[config.mk]
export PLATFORM = sky130hd
export DESIGN_NAME = cart_abus_ctrl
export DESIGN_NICKNAME = d
export VERILOG_FILES = /design/src/rtl/cart_abus_ctrl.sv
export SDC_FILE = /design/constraint.sdc
export NUM_CORES = 1
export LEC_CHECK = 0
export BUFFER_PORTS_ARGS = -buffer_cell sky130_fd_sc_hd__buf_2
export CORE_MARGIN = 3
export CORE_UTILIZATION = 40
export CTS_CLUSTER_SIZE = 16
export DETAILED_ROUTE_END_ITERATION = 12
export PLACE_DENSITY = 0.62
export SYNTH_ARGS = -nofsm -noshare
export SYNTH_HDL_FRONTEND = slang
export SYNTH_SLANG_ARGS = --single-unit
export TNS_END_PERCENT = 50
[constraint.sdc]
create_clock -name CLK -period 3.3 [get_ports CLK]
set_clock_uncertainty 0.05 [all_clocks]
set_input_delay 0.66 -clock CLK [delete_from_list [all_inputs] [get_ports CLK]]
set_output_delay 0.66 -clock CLK [all_outputs]
set_load 0.02 [all_outputs]
[src/rtl/cart_abus_ctrl.sv]
// A-bus cartridge controller: ID reads, address mapping, posted write FIFO
// with a one-deep staging slot, and a single-outstanding memory request port.
module cart_abus_ctrl #(
    parameter int unsigned MEM_AW     = 21,
    parameter int unsigned WBUF_DEPTH = 4
) (
    input  logic                          CLK,
    input  logic                          RST,
    input  logic [2:0]                    MODE,
    input  logic [25:0]                   AA,
    input  logic [15:0]                   ADI,
    output logic [15:0]                   ADO,
    input  logic                          ACS0_N,
    input  logic                          ACS1_N,
    input  logic                          ARD_N,
    input  logic                          AWRL_N,
    input  logic                          AWRU_N,
    output logic                          AWAIT_N,
    output logic                          ARQT_N,
    output logic [MEM_AW:1]               MEM_A,
    output logic [15:0]                   MEM_DO,
    output logic [1:0]                    MEM_WE,
    output logic                          MEM_RD,
    input  logic [15:0]                   MEM_DI,
    input  logic                          MEM_RDY,
    output logic [$clog2(WBUF_DEPTH):0]   WBUF_LEVEL
);

    localparam int unsigned PW = $clog2(WBUF_DEPTH);
    localparam int unsigned LW = PW + 1;

    localparam logic [1:0] ST_IDLE = 2'd0;
    localparam logic [1:0] ST_WR   = 2'd1;
    localparam logic [1:0] ST_RD   = 2'd2;

    typedef struct packed {
        logic [MEM_AW-1:0] addr;
        logic [15:0]       data;
        logic [1:0]        we;
    } wentry_t;

    logic              rd_n_q, rd_n_d, wr_n_q, wr_n_d;
    logic [1:0]        state_q, state_d;
    wentry_t           fifo_q [WBUF_DEPTH];
    wentry_t           fifo_d [WBUF_DEPTH];
    logic [PW-1:0]     wp_q, wp_d, rp_q, rp_d;
    logic [LW-1:0]     cnt_q, cnt_d;
    wentry_t           stg_q, stg_d;
    logic              stg_vld_q, stg_vld_d;
    logic              rd_pend_q, rd_pend_d;
    logic [MEM_AW-1:0] rd_addr_q, rd_addr_d;
    logic [15:0]       ado_q, ado_d;
    logic              await_n_q, await_n_d;
    logic [MEM_AW-1:0] mem_a_q, mem_a_d;
    logic [15:0]       mem_do_q, mem_do_d;
    logic [1:0]        mem_we_q, mem_we_d;
    logic              mem_rd_q, mem_rd_d;

    logic [2:0]        eff_mode;
    logic              id_sel, mem_sel, rd_edge, wr_edge, wr_mem, full, pop, push;
    logic [MEM_AW-1:0] map_addr;
    logic [15:0]       id_data;
    wentry_t           new_ent, push_ent;
    logic              unused_aa;

    assign unused_aa = ^{AA[25:24], AA[0]};

    // Input decode: mode folding, selects, strobe edges, address map, ID word
    always_comb begin
        eff_mode = (MODE > 3'd4) ? 3'd0 : MODE;
        id_sel   = (&AA[23:1]) && !ACS1_N;
        mem_sel  = (!ACS0_N || !ACS1_N) && !id_sel;
        rd_edge  = !ARD_N && rd_n_q;
        wr_edge  = !(AWRL_N && AWRU_N) && wr_n_q;
        wr_mem   = wr_edge && mem_sel && (eff_mode >= 3'd2);
        full     = (cnt_q == LW'(WBUF_DEPTH));
        pop      = (state_q == ST_WR) && MEM_RDY;
        case (eff_mode)
            3'd1:    map_addr = MEM_AW'(AA[20:1]);
            3'd2:    map_addr = MEM_AW'({AA[21], AA[18:1]});
            3'd3:    map_addr = MEM_AW'(AA[21:1]);
            3'd4:    map_addr = MEM_AW'(AA[18:1]);
            default: map_addr = '0;
        endcase
        case (eff_mode)
            3'd2:    id_data = 16'hFF5A;
            3'd3:    id_data = 16'hFF5C;
            3'd4:    id_data = 16'hFF21;
            default: id_data = 16'hFFFF;
        endcase
        new_ent.addr = map_addr;
        new_ent.data = ADI;
        new_ent.we   = ~{AWRU_N, AWRL_N};
    end

    // Next state: write buffering, read capture, memory port FSM, wait request
    always_comb begin
        rd_n_d    = ARD_N;
        wr_n_d    = AWRL_N && AWRU_N;
        state_d   = state_q;
        fifo_d    = fifo_q;
        wp_d      = wp_q;
        rp_d      = rp_q;
        cnt_d     = cnt_q;
        stg_d     = stg_q;
        stg_vld_d = stg_vld_q;
        rd_pend_d = rd_pend_q;
        rd_addr_d = rd_addr_q;
        ado_d     = ado_q;
        mem_a_d   = mem_a_q;
        mem_do_d  = mem_do_q;
        mem_we_d  = mem_we_q;
        mem_rd_d  = mem_rd_q;
        push      = 1'b0;
        push_ent  = stg_q;

        // A staged entry takes the first free slot; a slot freed by a pop counts
        if (stg_vld_q) begin
            if (!full || pop) begin
                push      = 1'b1;
                stg_vld_d = 1'b0;
            end
        end else if (wr_mem) begin
            if (!full || pop) begin
                push     = 1'b1;
                push_ent = new_ent;
            end else begin
                stg_d     = new_ent;
                stg_vld_d = 1'b1;
            end
        end

        // A read edge coinciding with a write edge is dropped
        if (rd_edge && !wr_edge) begin
            if (id_sel) begin
                ado_d = id_data;
            end else if (mem_sel) begin
                if (eff_mode == 3'd0) begin
                    ado_d = 16'hFFFF;
                end else begin
                    rd_pend_d = 1'b1;
                    rd_addr_d = map_addr;
                end
            end
        end

        if (push) begin
            fifo_d[wp_q] = push_ent;
            wp_d         = wp_q + PW'(1);
        end
        if (pop) begin
            rp_d = rp_q + PW'(1);
        end
        cnt_d = cnt_q + LW'(push) - LW'(pop);

        case (state_q)
            ST_IDLE: begin
                if (cnt_q != '0) begin
                    state_d  = ST_WR;
                    mem_a_d  = fifo_q[rp_q].addr;
                    mem_do_d = fifo_q[rp_q].data;
                    mem_we_d = fifo_q[rp_q].we;
                end else if (rd_pend_q && !stg_vld_q && !push) begin
                    state_d  = ST_RD;
                    mem_a_d  = rd_addr_q;
                    mem_rd_d = 1'b1;
                end
            end
            ST_WR: begin
                if (MEM_RDY) begin
                    state_d  = ST_IDLE;
                    mem_we_d = 2'b00;
                end
            end
            ST_RD: begin
                if (MEM_RDY) begin
                    state_d   = ST_IDLE;
                    mem_rd_d  = 1'b0;
                    ado_d     = MEM_DI;
                    rd_pend_d = 1'b0;
                end
            end
            default: state_d = ST_IDLE;
        endcase

        await_n_d = !(rd_pend_d || stg_vld_d);
    end

    // Control and output registers with synchronous reset
    always_ff @(posedge CLK) begin
        if (RST) begin
            rd_n_q    <= 1'b1;
            wr_n_q    <= 1'b1;
            state_q   <= ST_IDLE;
            wp_q      <= '0;
            rp_q      <= '0;
            cnt_q     <= '0;
            stg_q     <= '0;
            stg_vld_q <= 1'b0;
            rd_pend_q <= 1'b0;
            rd_addr_q <= '0;
            ado_q     <= 16'hFFFF;
            await_n_q <= 1'b1;
            mem_a_q   <= '0;
            mem_do_q  <= '0;
            mem_we_q  <= 2'b00;
            mem_rd_q  <= 1'b0;
        end else begin
            rd_n_q    <= rd_n_d;
            wr_n_q    <= wr_n_d;
            state_q   <= state_d;
            wp_q      <= wp_d;
            rp_q      <= rp_d;
            cnt_q     <= cnt_d;
            stg_q     <= stg_d;
            stg_vld_q <= stg_vld_d;
            rd_pend_q <= rd_pend_d;
            rd_addr_q <= rd_addr_d;
            ado_q     <= ado_d;
            await_n_q <= await_n_d;
            mem_a_q   <= mem_a_d;
            mem_do_q  <= mem_do_d;
            mem_we_q  <= mem_we_d;
            mem_rd_q  <= mem_rd_d;
        end
    end

    // FIFO storage; validity is tracked by the pointers, so no reset needed
    always_ff @(posedge CLK) begin
        fifo_q <= fifo_d;
    end

    assign ADO        = ado_q;
    assign AWAIT_N    = await_n_q;
    assign ARQT_N     = 1'b1;
    assign MEM_A      = mem_a_q;
    assign MEM_DO     = mem_do_q;
    assign MEM_WE     = mem_we_q;
    assign MEM_RD     = mem_rd_q;
    assign WBUF_LEVEL = cnt_q;

endmodule

==> results.py <==
metrics = {
    "critical_path": {
        "cp_cell_sequence": "inv_1 > ha_1 > nand2_1 > nand3_1 > o21a_1 > xnor2_1 > ha_1 > fa_1 > xnor2_1 > nor2_1",
        "critPathKind": "reg2reg",
        "critical-path-top-delay-family": "adder cells",
        "r2r-start": "state_q[1]$_SDFFE_PP0P_",
        "crit_slowest_cell": "fa_1",
        "arrival_ps": 2860,
        "rr_worst_depth": 10,
        "rrSetupSlack_ps": 800,
        "slowest_delay_ps": 400,
        "r2r_end": "WBUF_LEVEL[2]$_SDFF_PP0_",
        "required_ps": 3660,
        "critPathLaunchType": "flip-flop",
        "critPathBufInv": 1,
        "end_kind": "flip-flop",
        "critPathMaxFanout": 8,
        "startpoint": "state_q[1]$_SDFFE_PP0P_",
    },
    "clocking": {
        "cts_tree": "built",
        "clockRootBuffer": "clkbuf_16",
        "postCtsHoldBufs": 0,
        "insertion_delay_ps": 540,
        "cts.clk_slew.worst_paths_ps": 60,
        "h-tree-depth": 1,
        "cts_resized": 0,
        "cts_sinks": 286,
        "cts_made_buffers": 29,
        "cts_buffer_depth": 3,
        "post_cts_buffers": 0,
    },
    "synth": {
        "synth_cell_type_count": 59,
        "synth_warnings": 0,
        "yosys-top-cells-count": "156 x edfxtp_1, 130 x dfxtp_1, 115 x nand2_1",
        "synth_area_leaders": "edfxtp_1 41%, dfxtp_1 23%, mux4_2 7.6%",
        "synth_area_um2": 11500,
        "synth_seq_cells": 286,
        "synth_area_leader_cell": "edfxtp_1",
        "async_flop_share_pct": 0,
        "synthesis.nets": 957,
        "yosysMostFrequentCell": "edfxtp_1",
        "synthFlopType": "edfxtp_1",
        "synthCells": 879,
        "synth.avg_cell_area_um2": 13.1,
        "synth_top_cell_area_share_pct": 40.8,
        "synth_edf_count": 156,
        "synth_seq_area_share_pct": 63.4,
    },
    "run_status": {
        "outcome": "complete, no violations",
    },
    "route": {
        "dr.first_iter.drc_count": 571,
        "viasPerCell": 5.25,
        "detail_route.wirelength_um": 26800,
        "avgRoutedWirePerCell_um": 19.0,
        "route.vias.total": 7394,
        "route.detailed.drc": 0,
        "detail-route-antenna-nets": 0,
        "firstDrtPassIters": 5,
    },
    "floorplanning": {
        "dieHeight_um": 175,
        "io_pins": 130,
        "die_area_um2": 30800,
        "die_w_um": 175,
        "coreArea_um2": 28000,
        "rows": 61,
        "start_util_pct": 41.0,
    },
    "layout": {
        "n_antenna_cell": 0,
        "area_growth_pct": 19.0,
        "drive_above_1_share_pct": 28.6,
        "fin_nets": 1086,
        "final_util_pct": 48.8,
    },
    "power": {
        "power_density_nw_per_um2": 691,
        "p_leak_nw": 4.97,
        "vdd_drop_max_uv": 522,
    },
    "sta": {
        "slew_headroom_pct": 40.5,
        "rsz0062_at_grt": "false",
        "worst_pin_slew_ps": 892,
        "setup-violations-final": 0,
        "max_clock_freq_ghz": 0.400,
        "maxSlewViolCount": 0,
        "fin_crit_sh_pct": 75.7,
        "setup_tns_ps": 0,
        "period_minus_slack_ps": 2500,
        "layout_setup_ws_ps": 801,
        "hold_viol_final": 0,
        "whs_ps": 276,
    },
    "grt": {
        "antenna_found_initial": 0,
        "first_global_vias": 7670,
        "grt_use_met1_pct": 23.0,
        "grt_start_max_net_pins": 52,
        "grt_usage_pct": 17.2,
        "overflow": 0,
        "grt_pass1_wl_um": 42300,
        "use_met3_pct": 3.52,
        "busiest_layer": "met2",
        "gr-usage-met2_pct": 29.1,
    },
    "job": {
        "drv_cap": 0,
    },
    "placement": {
        "gp_congestion": 0.741,
        "port_buffers": 125,
        "dp_hpwl_um": 16800,
        "post-place-ws_ps": 272,
    },
    "min_path": {
        "min_path_type": "in2reg",
        "min_to": "rd_n_q$_SDFF_PP1_",
        "holdCritStartpoint": "ARD_N",
        "min_path_cells": 2,
    },
}
==> flip-flops by register name, summed over array words and instances (netlist names), 3 cells and up <==
signal	count
stg_q	39
MEM_DO	16
rd_addr_q	21
fifo_q	156
ADO	16
MEM_A	21
WBUF_LEVEL	3
==> worst register-to-register path: cells and delay by family (launching register included) <==
family	cells	cell delay (ps)
xor+xnor	2	320
simple gates	3	550
flops	1	330
fa+ha+maj	3	810
compound gates	1	250
buf+inv	1	70
==> routing by layer <==
metal	up-vias	wire length (µm)
li1	3504	-
met1	3689	11900
met2	167	12800
met3	34	1600
met4	0	486
met5	-	0
==> metrics by stage <==
step | cells | cell area [µm²] | total power, mW
3_3_place_gp | 1355 | 12700 | 6.14
3_5_place_dp | 1355 | 12700 | 6.15
5_1_grt | 1409 | 13700 | 9.86
6_report | 1409 | 13700 | 9.44
2_1_floorplan | 879 | 11500 | 5.47
4_1_cts | 1409 | 13700 | 9.54
==> report_power, final <==
| part | internal (mW) | switching, mW | total [mW] |
|---|---|---|---|
| registers | 4.03 | 0.151 | 4.18 |
| clock network | 2.05 | 1.33 | 3.38 |
| logic | 0.733 | 1.15 | 1.88 |
| total | 6.81 | 2.63 | 9.44 |
==> cell type report <==
class	instances	area, µm²
timing repair buffer	156	948
fill	2461	14300
inverter	11	41.3
clock inverter	12	166
sequential	286	7290
clock buffer	42	826
multi-input combinational	524	3930
tap	378	473
==> cells in the final DEF (no fill, tap or decap), types with 20 or more instances in the layout <==
cell type,n
and3_1,20
dfxtp_1,128
nor2_1,86
edfxtp_1,156
mux4_2,39
clkbuf_16,29
mux2i_1,23
a21oi_1,63
mux2_2,38
buf_2,124
o221a_1,20
nand2_1,115
buf_4,25
==> kinds of logic after synthesis <==
| group | count (synthesis) | share of synthesized area [%] |
|---|---|---|
| flops | 286 | 63.4 |
| simple gates | 268 | 10.5 |
| compound gates | 141 | 8.66 |
| mux | 100 | 13.4 |
| buf+inv | 69 | 2.64 |
| fa+ha+maj | 9 | 1.05 |
| xor+xnor | 5 | 0.381 |
| other cells | 1 | 0.0326 |
==> worst max path at each step <==
| stage | slack (ps) | to | depth (start not counted) |
|---|---|---|---|
| after floorplan | 270 | fifo_q[0]$_DFFE_PP_ | 6 |
| after global routing | 630 | WBUF_LEVEL[2]$_SDFF_PP0_ | 10 |
| final | 800 | WBUF_LEVEL[2]$_SDFF_PP0_ | 10 |
| after global placement | 320 | fifo_q[40]$_DFFE_PP_ | 8 |
| after detailed placement | 270 | fifo_q[40]$_DFFE_PP_ | 8 |
| after CTS | 780 | fifo_q[118]$_DFFE_PP_ | 7 |
No activity file was read; power rests on OpenSTA's default activity.
